==> config.mk <==
export PLATFORM = sky130hd
export DESIGN_NAME = galaxian_ram_arbiter_flat
export DESIGN_NICKNAME = d
export VERILOG_FILES = /design/src/rtl/galaxian_ram_arbiter_if.sv /design/src/rtl/galaxian_ram_arbiter.sv /design/src/flat_wrapper.sv
export SDC_FILE = /design/constraint.sdc
export NUM_CORES = 1
export LEC_CHECK = 0
export BUFFER_PORTS_ARGS = -buffer_cell sky130_fd_sc_hd__buf_2
export CAP_MARGIN = 20
export CORE_AREA = 5 5 63 65
export DETAILED_ROUTE_END_ITERATION = 7
export DIE_AREA = 0 0 68 70
export GPL_TIMING_DRIVEN = 0
export PLACE_DENSITY = 0.85
export SETUP_SLACK_MARGIN = 0.15
export SLEW_MARGIN = 5
export SYNTH_ARGS = -nofsm -noshare
export SYNTH_HDL_FRONTEND = slang
export SYNTH_SLANG_ARGS = --single-unit
==> constraint.sdc <==
create_clock -name clk_sys -period 2.6 [get_ports clk_sys]
set_clock_uncertainty 0.1 [all_clocks]
set_input_delay 0.13 -clock clk_sys [delete_from_list [all_inputs] [get_ports clk_sys]]
set_output_delay 0.13 -clock clk_sys [all_outputs]
set_load 0.05 [all_outputs]
==> src/rtl/galaxian_ram_arbiter_if.sv <==
// Bus bundle between the galaxian CPU, the hiscore engine and the shared work RAM.
// HISCORE_PAUSE_EN adds the hs_pause snapshot request.
interface galaxian_ram_arbiter_if #(
  parameter int AW = 10,
  parameter int DW = 8
);
  logic          cpu_ce_in;
  logic          cpu_ce;
  logic [AW-1:0] cpu_addr;
  logic          cpu_we;
  logic [DW-1:0] cpu_din;
  logic [DW-1:0] cpu_dout;
  logic          hs_req;
  logic          hs_we;
  logic [AW-1:0] hs_addr;
  logic [DW-1:0] hs_din;
  logic          hs_ack;
  logic [DW-1:0] hs_dout;
  logic [AW-1:0] ram_addr;
  logic          ram_we;
  logic [DW-1:0] ram_din;
  logic [DW-1:0] ram_dout;
`ifdef HISCORE_PAUSE_EN
  logic          hs_pause;
`endif

  modport slave (
    input  cpu_ce_in, cpu_addr, cpu_we, cpu_din,
    input  hs_req, hs_we, hs_addr, hs_din,
    input  ram_dout,
`ifdef HISCORE_PAUSE_EN
    input  hs_pause,
`endif
    output cpu_ce, cpu_dout, hs_ack, hs_dout, ram_addr, ram_we, ram_din
  );

  modport master (
    output cpu_ce_in, cpu_addr, cpu_we, cpu_din,
    output hs_req, hs_we, hs_addr, hs_din,
    output ram_dout,
`ifdef HISCORE_PAUSE_EN
    output hs_pause,
`endif
    input  cpu_ce, cpu_dout, hs_ack, hs_dout, ram_addr, ram_we, ram_din
  );
endinterface

==> src/rtl/galaxian_ram_arbiter.sv <==
// Shares the CPU work RAM port between the CPU (priority) and the hiscore engine.
// Optional HISCORE_PAUSE_EN: hs_pause freezes the CPU for a coherent RAM snapshot.
module galaxian_ram_arbiter #(
  parameter int AW       = 10,
  parameter int DW       = 8,
  parameter int MAX_WAIT = 15
) (
  input  logic                   clk_sys,
  input  logic                   reset,
  galaxian_ram_arbiter_if.slave  bus
);

  typedef enum logic [0:0] {
    IDLE    = 1'b0,
    HS_DONE = 1'b1
  } state_t;

  localparam logic [7:0] WAIT_LIMIT = 8'(MAX_WAIT);

  state_t        state_r;
  state_t        state_nxt_s;
  logic [7:0]    wait_cnt_r;
  logic [7:0]    wait_cnt_nxt_s;
  logic          pause_s;
  logic          steal_s;
  logic          grant_s;
  logic          cpu_ce_s;
  logic          hs_ack_r;
  logic [DW-1:0] hs_dout_r;
  logic          cpu_rd_pend_r;
  logic [DW-1:0] cpu_dout_r;
  logic [AW-1:0] ram_addr_s;
  logic          ram_we_s;
  logic [DW-1:0] ram_din_s;

`ifdef HISCORE_PAUSE_EN
  assign pause_s = bus.hs_pause;
`else
  assign pause_s = 1'b0;
`endif

  // A starved request takes the CPU slot; the CPU sees its enable dropped and simply stalls.
  assign steal_s  = (wait_cnt_r == WAIT_LIMIT) & bus.hs_req & (state_r == IDLE);
  assign grant_s  = (state_r == IDLE) & bus.hs_req & (~bus.cpu_ce_in | steal_s | pause_s);
  assign cpu_ce_s = bus.cpu_ce_in & ~steal_s & ~pause_s;

  // RAM port multiplexer
  always_comb begin
    ram_addr_s = bus.cpu_addr;
    ram_we_s   = 1'b0;
    ram_din_s  = bus.cpu_din;
    if (cpu_ce_s) begin
      ram_addr_s = bus.cpu_addr;
      ram_we_s   = bus.cpu_we;
      ram_din_s  = bus.cpu_din;
    end else if (grant_s) begin
      ram_addr_s = bus.hs_addr;
      ram_we_s   = bus.hs_we;
      ram_din_s  = bus.hs_din;
    end else begin
      ram_addr_s = bus.cpu_addr;
      ram_we_s   = 1'b0;
      ram_din_s  = bus.cpu_din;
    end
  end

  // State and starvation counter registers
  always_ff @(posedge clk_sys or posedge reset) begin
    if (reset) begin
      state_r    <= IDLE;
      wait_cnt_r <= 8'd0;
    end else begin
      state_r    <= state_nxt_s;
      wait_cnt_r <= wait_cnt_nxt_s;
    end
  end

  // Next state and starvation count
  always_comb begin
    state_nxt_s    = state_r;
    wait_cnt_nxt_s = wait_cnt_r;
    case (state_r)
      IDLE: begin
        if (grant_s) begin
          state_nxt_s    = HS_DONE;
          wait_cnt_nxt_s = 8'd0;
        end else if (!bus.hs_req || pause_s) begin
          state_nxt_s    = IDLE;
          wait_cnt_nxt_s = 8'd0;
        end else if (wait_cnt_r < WAIT_LIMIT) begin
          state_nxt_s    = IDLE;
          wait_cnt_nxt_s = wait_cnt_r + 8'd1;
        end else begin
          state_nxt_s    = IDLE;
          wait_cnt_nxt_s = wait_cnt_r;
        end
      end
      HS_DONE: begin
        state_nxt_s    = IDLE;
        wait_cnt_nxt_s = wait_cnt_r;
      end
      default: begin
        state_nxt_s    = IDLE;
        wait_cnt_nxt_s = 8'd0;
      end
    endcase
  end

  // Hiscore completion: ack marks the HS_DONE cycle, read data is held after it
  always_ff @(posedge clk_sys or posedge reset) begin
    if (reset) begin
      hs_ack_r  <= 1'b0;
      hs_dout_r <= '0;
    end else begin
      hs_ack_r  <= grant_s;
      hs_dout_r <= (state_r == HS_DONE) ? bus.ram_dout : hs_dout_r;
    end
  end

  // CPU read return, one cycle after the RAM delivers the slot's data
  always_ff @(posedge clk_sys or posedge reset) begin
    if (reset) begin
      cpu_rd_pend_r <= 1'b0;
      cpu_dout_r    <= '0;
    end else begin
      cpu_rd_pend_r <= cpu_ce_s & ~bus.cpu_we;
      cpu_dout_r    <= cpu_rd_pend_r ? bus.ram_dout : cpu_dout_r;
    end
  end

  assign bus.cpu_ce   = cpu_ce_s;
  assign bus.cpu_dout = cpu_dout_r;
  assign bus.hs_ack   = hs_ack_r;
  // The RAM output is only valid during HS_DONE, so it bypasses the holding register then.
  assign bus.hs_dout  = hs_ack_r ? bus.ram_dout : hs_dout_r;
  assign bus.ram_addr = ram_addr_s;
  assign bus.ram_we   = ram_we_s & ~reset;
  assign bus.ram_din  = ram_din_s;

endmodule

==> src/flat_wrapper.sv <==
// flat-port wrapper written by rule: the top's interface ports become plain ports
module galaxian_ram_arbiter_flat 
#(
  parameter int AW       = 10,
  parameter int DW       = 8,
  parameter int MAX_WAIT = 15
)
  (clk_sys, reset, bus_cpu_ce_in, bus_cpu_addr, bus_cpu_we, bus_cpu_din, bus_hs_req, bus_hs_we, bus_hs_addr, bus_hs_din, bus_ram_dout, bus_cpu_ce, bus_cpu_dout, bus_hs_ack, bus_hs_dout, bus_ram_addr, bus_ram_we, bus_ram_din);
  galaxian_ram_arbiter_if #(.AW(AW), .DW(DW)) bus_i ();
  input  logic clk_sys;
  input  logic reset;
  input wire logic [$bits(bus_i.cpu_ce_in)-1:0] bus_cpu_ce_in;
  input wire logic [$bits(bus_i.cpu_addr)-1:0] bus_cpu_addr;
  input wire logic [$bits(bus_i.cpu_we)-1:0] bus_cpu_we;
  input wire logic [$bits(bus_i.cpu_din)-1:0] bus_cpu_din;
  input wire logic [$bits(bus_i.hs_req)-1:0] bus_hs_req;
  input wire logic [$bits(bus_i.hs_we)-1:0] bus_hs_we;
  input wire logic [$bits(bus_i.hs_addr)-1:0] bus_hs_addr;
  input wire logic [$bits(bus_i.hs_din)-1:0] bus_hs_din;
  input wire logic [$bits(bus_i.ram_dout)-1:0] bus_ram_dout;
  output wire logic [$bits(bus_i.cpu_ce)-1:0] bus_cpu_ce;
  output wire logic [$bits(bus_i.cpu_dout)-1:0] bus_cpu_dout;
  output wire logic [$bits(bus_i.hs_ack)-1:0] bus_hs_ack;
  output wire logic [$bits(bus_i.hs_dout)-1:0] bus_hs_dout;
  output wire logic [$bits(bus_i.ram_addr)-1:0] bus_ram_addr;
  output wire logic [$bits(bus_i.ram_we)-1:0] bus_ram_we;
  output wire logic [$bits(bus_i.ram_din)-1:0] bus_ram_din;
  assign bus_i.cpu_ce_in = bus_cpu_ce_in;
  assign bus_i.cpu_addr = bus_cpu_addr;
  assign bus_i.cpu_we = bus_cpu_we;
  assign bus_i.cpu_din = bus_cpu_din;
  assign bus_i.hs_req = bus_hs_req;
  assign bus_i.hs_we = bus_hs_we;
  assign bus_i.hs_addr = bus_hs_addr;
  assign bus_i.hs_din = bus_hs_din;
  assign bus_i.ram_dout = bus_ram_dout;
  assign bus_cpu_ce = bus_i.cpu_ce;
  assign bus_cpu_dout = bus_i.cpu_dout;
  assign bus_hs_ack = bus_i.hs_ack;
  assign bus_hs_dout = bus_i.hs_dout;
  assign bus_ram_addr = bus_i.ram_addr;
  assign bus_ram_we = bus_i.ram_we;
  assign bus_ram_din = bus_i.ram_din;
  galaxian_ram_arbiter #(.AW(AW), .DW(DW), .MAX_WAIT(MAX_WAIT)) u_core (.clk_sys(clk_sys), .reset(reset), .bus(bus_i));
endmodule
# Word level (Yosys, flattened, before mapping)
# Cells that the tools add are included.
# word_totals
reg_bits,27
inputBits,50
out_inout_bits,37
wordCells,37
# op_classes
n_addsub,1
n_lt_le_gt_ge,1
n_eq_ne,2
n_mux,13
bitwise_logic,13
n_reduce_logical,1
# ops
cell,n
two-way mux 8 bit,7
two-way mux 10 bit,2
"adder 8 x 1 -> 8 bit, second input constant",1
"== test 8 x 4 -> 1 bit, second input constant",1
"less-than comparator 8 x 4 -> 1 bit, second input constant",1
bitwise AND 1 bit,7
NOT 1 bit,5
"inequality test 4 x 3 -> 1 bit, second input constant",1
two-way mux 1 bit,3
one-hot mux 1 bit (2 select lines),1
AND reduction 2 bit,1
OR 1 bit,1

# Longest topological paths before layout
# Gate-level depths: netlist of run 1.
# logic_depth
word_depth,8
ltp_mapped,6
depth_no_buf,5

# Worst setup path after synthesis of run 1
# No wires, ideal clock.
# synth_timing
kind,register to output
startpoint,register u_core.wait_cnt_r[0]
endpoint,output port bus_ram_we
arrival_ns,2.492
required_ns,2.370
setup_slack_ns,-0.122
path_stages_with_launch,6
n_path_buf,0
cell_sequence,dfrtp_1 > ha_1 > and3_1 > a31oi_1 > a32oi_1 > nor2_1
# synth_via
word_cells_on_any_way,10
cone_classes,eq/ne (1); mux (2); bitwise (7)
# synth_rtl
item,line,source
from (decl),galaxian_ram_arbiter.sv:22,logic [7:0] wait_cnt_r;
from (signal assigned),galaxian_ram_arbiter.sv:74,wait_cnt_r <= wait_cnt_nxt_s;
== test 8 x 4 -> 1 bit,galaxian_ram_arbiter.sv:43,assign steal_s = (wait_cnt_r == WAIT_LIMIT) & bus.hs_req & (state_r == IDLE);
bitwise AND 1 bit (2 in a row),galaxian_ram_arbiter.sv:43,
NOT 1 bit,galaxian_ram_arbiter.sv:45,assign cpu_ce_s = bus.cpu_ce_in & ~steal_s & ~pause_s;
bitwise AND 1 bit,galaxian_ram_arbiter.sv:45,
via bus_cpu_ce,flat_wrapper.sv:21,output wire logic [$bits(bus_i.cpu_ce)-1:0] bus_cpu_ce;
two-way mux 1 bit,galaxian_ram_arbiter.sv:52,if (cpu_ce_s) begin
bitwise AND 1 bit,galaxian_ram_arbiter.sv:137,assign bus.ram_we = ram_we_s & ~reset;
to (decl),flat_wrapper.sv:26,output wire logic [$bits(bus_i.ram_we)-1:0] bus_ram_we;
# The timed path passes the listed nets, and every way through them passes these cells.

# Worst setup path after layout of run 1
# layout_timing
startpoint,register u_core.wait_cnt_r[1]
endpoint,output port bus_ram_din[2]
# layout_via
elab_chain_cells,7
word_cells_on_any_way,9
cone_classes,eq/ne (1); mux (2); bitwise (6)
# layout_rtl
item,line,source
== test 8 x 4 -> 1 bit (*),galaxian_ram_arbiter.sv:43,
bitwise AND 1 bit (*) (2 in a row),galaxian_ram_arbiter.sv:43,
OR 1 bit,galaxian_ram_arbiter.sv:44,assign grant_s = (state_r == IDLE) & bus.hs_req & (~bus.cpu_ce_in | steal_s | pause_s);
bitwise AND 1 bit,galaxian_ram_arbiter.sv:44,
two-way mux 8 bit,galaxian_ram_arbiter.sv:56,end else if (grant_s) begin
two-way mux 8 bit (*),galaxian_ram_arbiter.sv:52,
to (decl),flat_wrapper.sv:27,output wire logic [$bits(bus_i.ram_din)-1:0] bus_ram_din;
# Mark *: on every way between the ends. The rest lies on a longest branch, timed or not.

==> results of run 1 <==
[state kept, by name (all words and copies together) (netlist names)]
signal / count
u_core.wait_cnt_r: 8
u_core.bus.cpu_dout: 8
u_core.state_r: 1
u_core.cpu_rd_pend_r: 1
u_core.hs_dout_r: 8
u_core.bus.hs_ack: 1
[cells in the final DEF (no fill, tap or decap), types with 2 or more instances in the layout]
| cell | instances |
|---|---|
| buf_2 | 69 |
| dfrtp_1 | 27 |
| mux2_2 | 25 |
| buf_4 | 21 |
| mux2_4 | 17 |
| dlygate4sd3_1 | 10 |
| nor2_1 | 5 |
| inv_1 | 5 |
| clkbuf_1 | 4 |
| nand2_1 | 3 |
| nor2b_1 | 3 |
| clkbuf_4 | 3 |
| o211ai_1 | 2 |
| xor2_1 | 2 |
| clkbuf_16 | 2 |
[cells by family after synthesis]
| group | share of synthesized area |
|---|---|
| AO/OA/AOI/OAI | 0.0647 |
| XOR/XNOR | 0.0116 |
| adder cells (fa/ha/maj) | 0.00830 |
| buffers and inverters | 0.0349 |
| flip-flops | 0.448 |
| multiplexers | 0.356 |
| AND/OR/NAND/NOR | 0.0763 |
[cell type report]
type | count | area, µm²
Tap cell | 46 | 57.6
Buffer | 5 | 46.3
Fill cell | 239 | 980
Sequential cell | 27 | 676
Clock buffer | 4 | 26.3
Inverter | 5 | 18.8
Multi-Input combinational cell | 75 | 800
Timing Repair Buffer | 103 | 681
[repair_timing]
action,4_1_cts,5_1_grt
gates cloned,0,2
endpoints found under the hold margin,44,0
buffers inserted,1,3
pin swaps,0,1
hold buffers,10,0
endpoints found under the setup margin,17,17
resized for setup,4,32
[worst max path at each step]
stage | start | end | cells past startpoint
3_3_place_gp | u_core.wait_cnt_r[0] | bus_ram_addr[0] | 7
2_1_floorplan | u_core.wait_cnt_r[0] | bus_ram_we | 5
3_5_place_dp | u_core.wait_cnt_r[0] | bus_ram_addr[0] | 7
4_1_cts | u_core.wait_cnt_r[0] | bus_ram_din[1] | 7
6_report | u_core.wait_cnt_r[1] | bus_ram_din[2] | 7
5_1_grt | u_core.wait_cnt_r[1] | bus_ram_din[2] | 7
[where the power goes]
| group | internal (mW) | switching (mW) |
|---|---|---|
| Sequential | 0.465 | 0.0226 |
| Clock | 0.0602 | 0.120 |
| Combinational | 0.208 | 0.346 |
[per-layer routing]
layer / vias to the layer above / track usage / part of all wire
met5: - / 0 / 0
li1: 618 / - / -
met1: 624 / 0.199 / 0.37
met2: 44 / 0.290 / 0.56
met3: 6 / 0.0160 / 0.054
met4: 0 / 0.0464 / 0.018
[tightest hold or removal path: stages]
cell and delay (ps):
buf_2 110, nand2_1 140, a21boi_0 110
[stage by stage]
stage | instances | setup WS, ps | hold WS (ps) | total power, mW | utilization
floorplan | 112 | 169 | 82.7 | 0.879 | -
global placement | 244 | 514 | 208 | 0.993 | 0.610
detailed placement | 244 | 488 | 207 | 1.00 | 0.610
CTS | 259 | 151 | 72.3 | 1.20 | 0.653
global route | 265 | 128 | 64.1 | 1.28 | 0.702
finish | 265 | 203 | 84.7 | 1.22 | 0.702
==> results.sh, run 1 <==
export IMPL_die_h_um=70
export IMPL_rsz0062_at_grt="false"
export IMPL_vdd_drop_max_uv=311
export IMPL_status="completed"
export IMPL_max_freq_mhz=417
export IMPL_synth_most_common_cell="dfrtp_1"
export IMPL_synth_area_top_cells="dfrtp_1, mux2_2, mux2_4"
export IMPL_hold_start="bus_hs_req"
export IMPL_synth_cell_types=28
export IMPL_grt_pass1_wl_um=6060
export IMPL_dpl_hpwl_um=3010
export IMPL_nNetsFinal=271
export IMPL_whs_endpoint="u_core.wait_cnt_r[4]"
export IMPL_final_hold_viol_count=0
export IMPL_clk_path_buf_depth=2
export IMPL_antenna_cells=0
export IMPL_fin_setup_tns_ps=0
export IMPL_drv_cap=0
export IMPL_cp_arrival_ps=2170
export IMPL_viasPerCell=4.88
export IMPL_synth_edf_count=0
export IMPL_critPathTopFamily="flip-flops"
export IMPL_routed_via_count=1292
export IMPL_ios=87
export IMPL_p_leak_nw=1.21
export IMPL_io_buffers=86
export IMPL_area_delta_synth_final_pct=52.9
export IMPL_wl_um=4040
export IMPL_cts_inserted_buffers=3
export IMPL_grt_max_degree=28
export IMPL_coreArea_mm2=0.00328
export IMPL_dr_pass1_iters=4
export IMPL_cts_root_buf="clkbuf_4"
export IMPL_clkTransAtPathRegs_ps=140
export IMPL_die_area_mm2=0.00476
export IMPL_grt_pass1_vias=1366
export IMPL_avgSynthCellArea_um2=13.5
export IMPL_syn_area_mm2=0.00151
export IMPL_yosysTopAreaCell="dfrtp_1"
export IMPL_drive_above_1_share=0.667
export IMPL_design_area_mm2=0.00230
export IMPL_end_kind="output pin"
export IMPL_syn_num_nets=163
export IMPL_antenna_found_initial=0
export IMPL_tightest_slew_ps=501
export IMPL_power_density_mw_per_mm2=530
export IMPL_cts_sinks=27
export IMPL_hold_path_class="input port to flip-flop"
export IMPL_crit_type="flip-flop to output pin"
export IMPL_yosysWarnings=0
export IMPL_netlist_area_leader_share=0.448
export IMPL_slew_viol_final=0
export IMPL_cpPeakStageDelay_ps=430
export IMPL_dr_first_iter_drc_count=58
export IMPL_gp_congestion=0.746
export IMPL_cp_slowest_cell="dfrtp_1"
export IMPL_period_needed_ps=2400
export IMPL_crit_buf_inv=2
export IMPL_cts_tree="done"
export IMPL_track_usage=0.162
export IMPL_clock_latency_ps=330
export IMPL_r2r_end="u_core.wait_cnt_r[5]"
export IMPL_antenna_left=0
export IMPL_crit_path_start_kind="flip-flop"
export IMPL_synth_cells=112
export IMPL_ys_seq_area_frac=0.448
export IMPL_setup_viol=0
export IMPL_reg2reg_depth=5
export IMPL_r2r_start="u_core.wait_cnt_r[5]"
export IMPL_rows=21
export IMPL_ys_top_cells_by_count="dfrtp_1, mux2_2, mux2_4, inv_1, nor2_1"
export IMPL_place_area_mm2=0.00200
export IMPL_worstPathRequired_ps=2370
export IMPL_ys_flop_type="dfrtp_1"
export IMPL_start_util=0.459
export IMPL_crit_fanout=5
export IMPL_whs_path_depth=3
export IMPL_die_x_um=68
export IMPL_fin_crit_sh=0.922
export IMPL_grt_overflow=0
export IMPL_routedWlPerCell_um=15.2
export IMPL_drcViolationCount=0
export IMPL_htreeDepth=1
export IMPL_async_flop_share=1.00
export IMPL_ys_ff_latch=27
export IMPL_max_slew_margin=0.666
export IMPL_reg2reg_slack_ps=850
export IMPL_path_cells="ha_1 -> and3_4 -> a21o_4 -> nand2_8 -> clkbuf_16 -> mux2_4 -> buf_4"
(Power assumes the default switching activity.)
==> inputs of run 2 (changes only) <==
--- a/config.mk
+++ b/config.mk
@@ -7,13 +7,12 @@
 export LEC_CHECK = 0
 export BUFFER_PORTS_ARGS = -buffer_cell sky130_fd_sc_hd__buf_2
 export CAP_MARGIN = 20
-export CORE_AREA = 5 5 63 65
+export CORE_AREA = 5 5 69 71
 export DETAILED_ROUTE_END_ITERATION = 7
-export DIE_AREA = 0 0 68 70
+export DIE_AREA = 0 0 74 76
 export GPL_TIMING_DRIVEN = 0
-export PLACE_DENSITY = 0.85
+export PLACE_DENSITY = 0.69
 export SETUP_SLACK_MARGIN = 0.15
-export SLEW_MARGIN = 5
 export SYNTH_ARGS = -nofsm -noshare
 export SYNTH_HDL_FRONTEND = slang
 export SYNTH_SLANG_ARGS = --single-unit
==> constraint.sdc (replaced) <==
create_clock -name clk_sys -period 2.2 [get_ports clk_sys]
set_clock_uncertainty 0.1 [all_clocks]
set_input_delay 0.11 -clock clk_sys [delete_from_list [all_inputs] [get_ports clk_sys]]
set_output_delay 0.11 -clock clk_sys [all_outputs]
set_load 0.05 [all_outputs]
==> results.sh, run 2 (synthesis gave the netlist of run 1 again) <==
export IMPL_max_freq_mhz=457
export IMPL_die_x_um=74
export IMPL_crit_path_start_kind="flip-flop"
export IMPL_start_util=0.361
export IMPL_design_area_mm2=0.00252
export IMPL_routed_via_count=1272
export IMPL_place_area_mm2=0.00202
export IMPL_die_area_mm2=0.00562
export IMPL_slew_viol_final=0
export IMPL_power_density_mw_per_mm2=617
export IMPL_rsz0062_at_grt="true"
export IMPL_die_h_um=76
export IMPL_track_usage=0.141
export IMPL_clk_path_buf_depth=2
export IMPL_grt_overflow=0
export IMPL_dr_pass1_iters=4
export IMPL_antenna_left=0
export IMPL_grt_pass1_wl_um=6270
export IMPL_vdd_drop_max_uv=326
export IMPL_antenna_found_initial=0
export IMPL_cts_inserted_buffers=3
export IMPL_grt_max_degree=28
export IMPL_dpl_hpwl_um=2830
export IMPL_io_buffers=86
export IMPL_fin_crit_sh=0.995
export IMPL_dr_max_layer_used="met4"
export IMPL_routedWlPerCell_um=14.4
export IMPL_max_slew_margin=0.636
export IMPL_worstPathRequired_ps=1990
export IMPL_wl_um=3960
export IMPL_crit_type="flip-flop to output pin"
export IMPL_reg2reg_slack_ps=380
export IMPL_gp_congestion=0.703
export IMPL_drv_cap=0
export IMPL_period_needed_ps=2190
export IMPL_dr_first_iter_drc_count=31
export IMPL_n_fill_cell=314
export IMPL_htreeDepth=1
export IMPL_viasPerCell=4.61
export IMPL_grt_pass1_vias=1374
export IMPL_drcViolationCount=0
export IMPL_setup_viol=0
export IMPL_cp_arrival_ps=1980
export IMPL_nNetsFinal=276
export IMPL_antenna_cells=0
export IMPL_hold_path_class="input port to flip-flop"
export IMPL_tightest_slew_ps=547
export IMPL_cts_sinks=27
export IMPL_cts_root_buf="clkbuf_8"
export IMPL_clock_latency_ps=270
export IMPL_end_kind="output pin"
export IMPL_p_leak_nw=1.29
export IMPL_clkTransAtPathRegs_ps=80
export IMPL_rows=24
export IMPL_wl_met1_um=1600
export IMPL_cts_tree="done"
export IMPL_crit_fanout=5
export IMPL_ios=87
export IMPL_layout_common_cells="buf_2, dfrtp_1, mux2_2"
export IMPL_met3WireLength_um=246
export IMPL_coreArea_mm2=0.00417
export IMPL_layout_commonest_cell="buf_2"
export IMPL_drive_above_1_share=0.688
export IMPL_wl_met2_um=2090
export IMPL_final_hold_viol_count=0
export IMPL_status="completed"
export IMPL_area_delta_synth_final_pct=67.3
export IMPL_finalPower_mw=1.56
## run 2: layer usage
| metal | global-route usage | up-vias |
|---|---|---|
| met3 | 0.0369 | 2 |
| met1 | 0.172 | 604 |
| met5 | 0 | - |
| met4 | 0.0272 | 0 |
| met2 | 0.247 | 41 |
| li1 | - | 625 |
## run 2: final cells by class
cell class | instances | area (µm²) | share of cell area
Sequential cell | 27 | 676 | 0.268
Inverter | 5 | 18.8 | 0.00744
Timing Repair Buffer | 108 | 855 | 0.339
Clock buffer | 4 | 45.0 | 0.0179
Tap cell | 52 | 65.1 | 0.0258
Multi-Input combinational cell | 75 | 817 | 0.324
Buffer | 5 | 46.3 | 0.0184
## run 2: worst paths after layout
| path | from | to | cells past startpoint |
|---|---|---|---|
| setup / recovery | u_core.wait_cnt_r[1] | bus_ram_din[1] | 7 |
| hold / removal | bus_ram_dout[4] | u_core.bus.cpu_dout[4] | 2 |
| setup reg to reg | u_core.wait_cnt_r[4] | u_core.wait_cnt_r[0] | 7 |
| hold reg to reg | u_core.hs_dout_r[1] | u_core.hs_dout_r[1] | 1 |
| max in group asynchronous | reset | u_core.bus.cpu_dout[4] | 4 |
| min in group asynchronous | reset | u_core.hs_dout_r[1] | 3 |
## run 2: per-stage QoR
step	util	hold WS, ps	worst slack (ps)	cells	TNS, ps
floorplan	-	62.7	186	112	0
global placement	0.484	184	90.8	250	0
finish	0.604	6.06	11.0	276	0
CTS	0.582	3.88	11.0	270	0
global route	0.604	10.6	-51.2	276	-567
detailed placement	0.484	182	69.8	250	0
## run 2: worst max-delay path, cell delays in order (launching register included)
cell,delay (ps)
dfrtp_1,400
ha_2,190
and3_4,190
a21o_4,220
nand2_8,100
clkbuf_16,160
mux2_4,300
buf_8,150
## run 2: report_power, final
| group | total (mW) | leakage [nW] | internal (mW) | switching [mW] |
|---|---|---|---|---|
| logic | 0.707 | 0.931 | 0.287 | 0.420 |
| clock network | 0.276 | 0.0228 | 0.130 | 0.146 |
| registers | 0.574 | 0.337 | 0.550 | 0.0244 |
| total | 1.56 | 1.29 | 0.967 | 0.590 |
## run 2: repair_timing
| action | CTS | global route |
|---|---|---|
| hold endpoints to repair | 15 | 27 |
| gates resized for setup | 60 | 4 |
| buffers inserted | 7 | 3 |
| pin swaps | 2 | 6 |
| endpoints found under the setup margin | 19 | 19 |
| hold buffers | 8 | 1 |
| gates cloned | 1 | 1 |
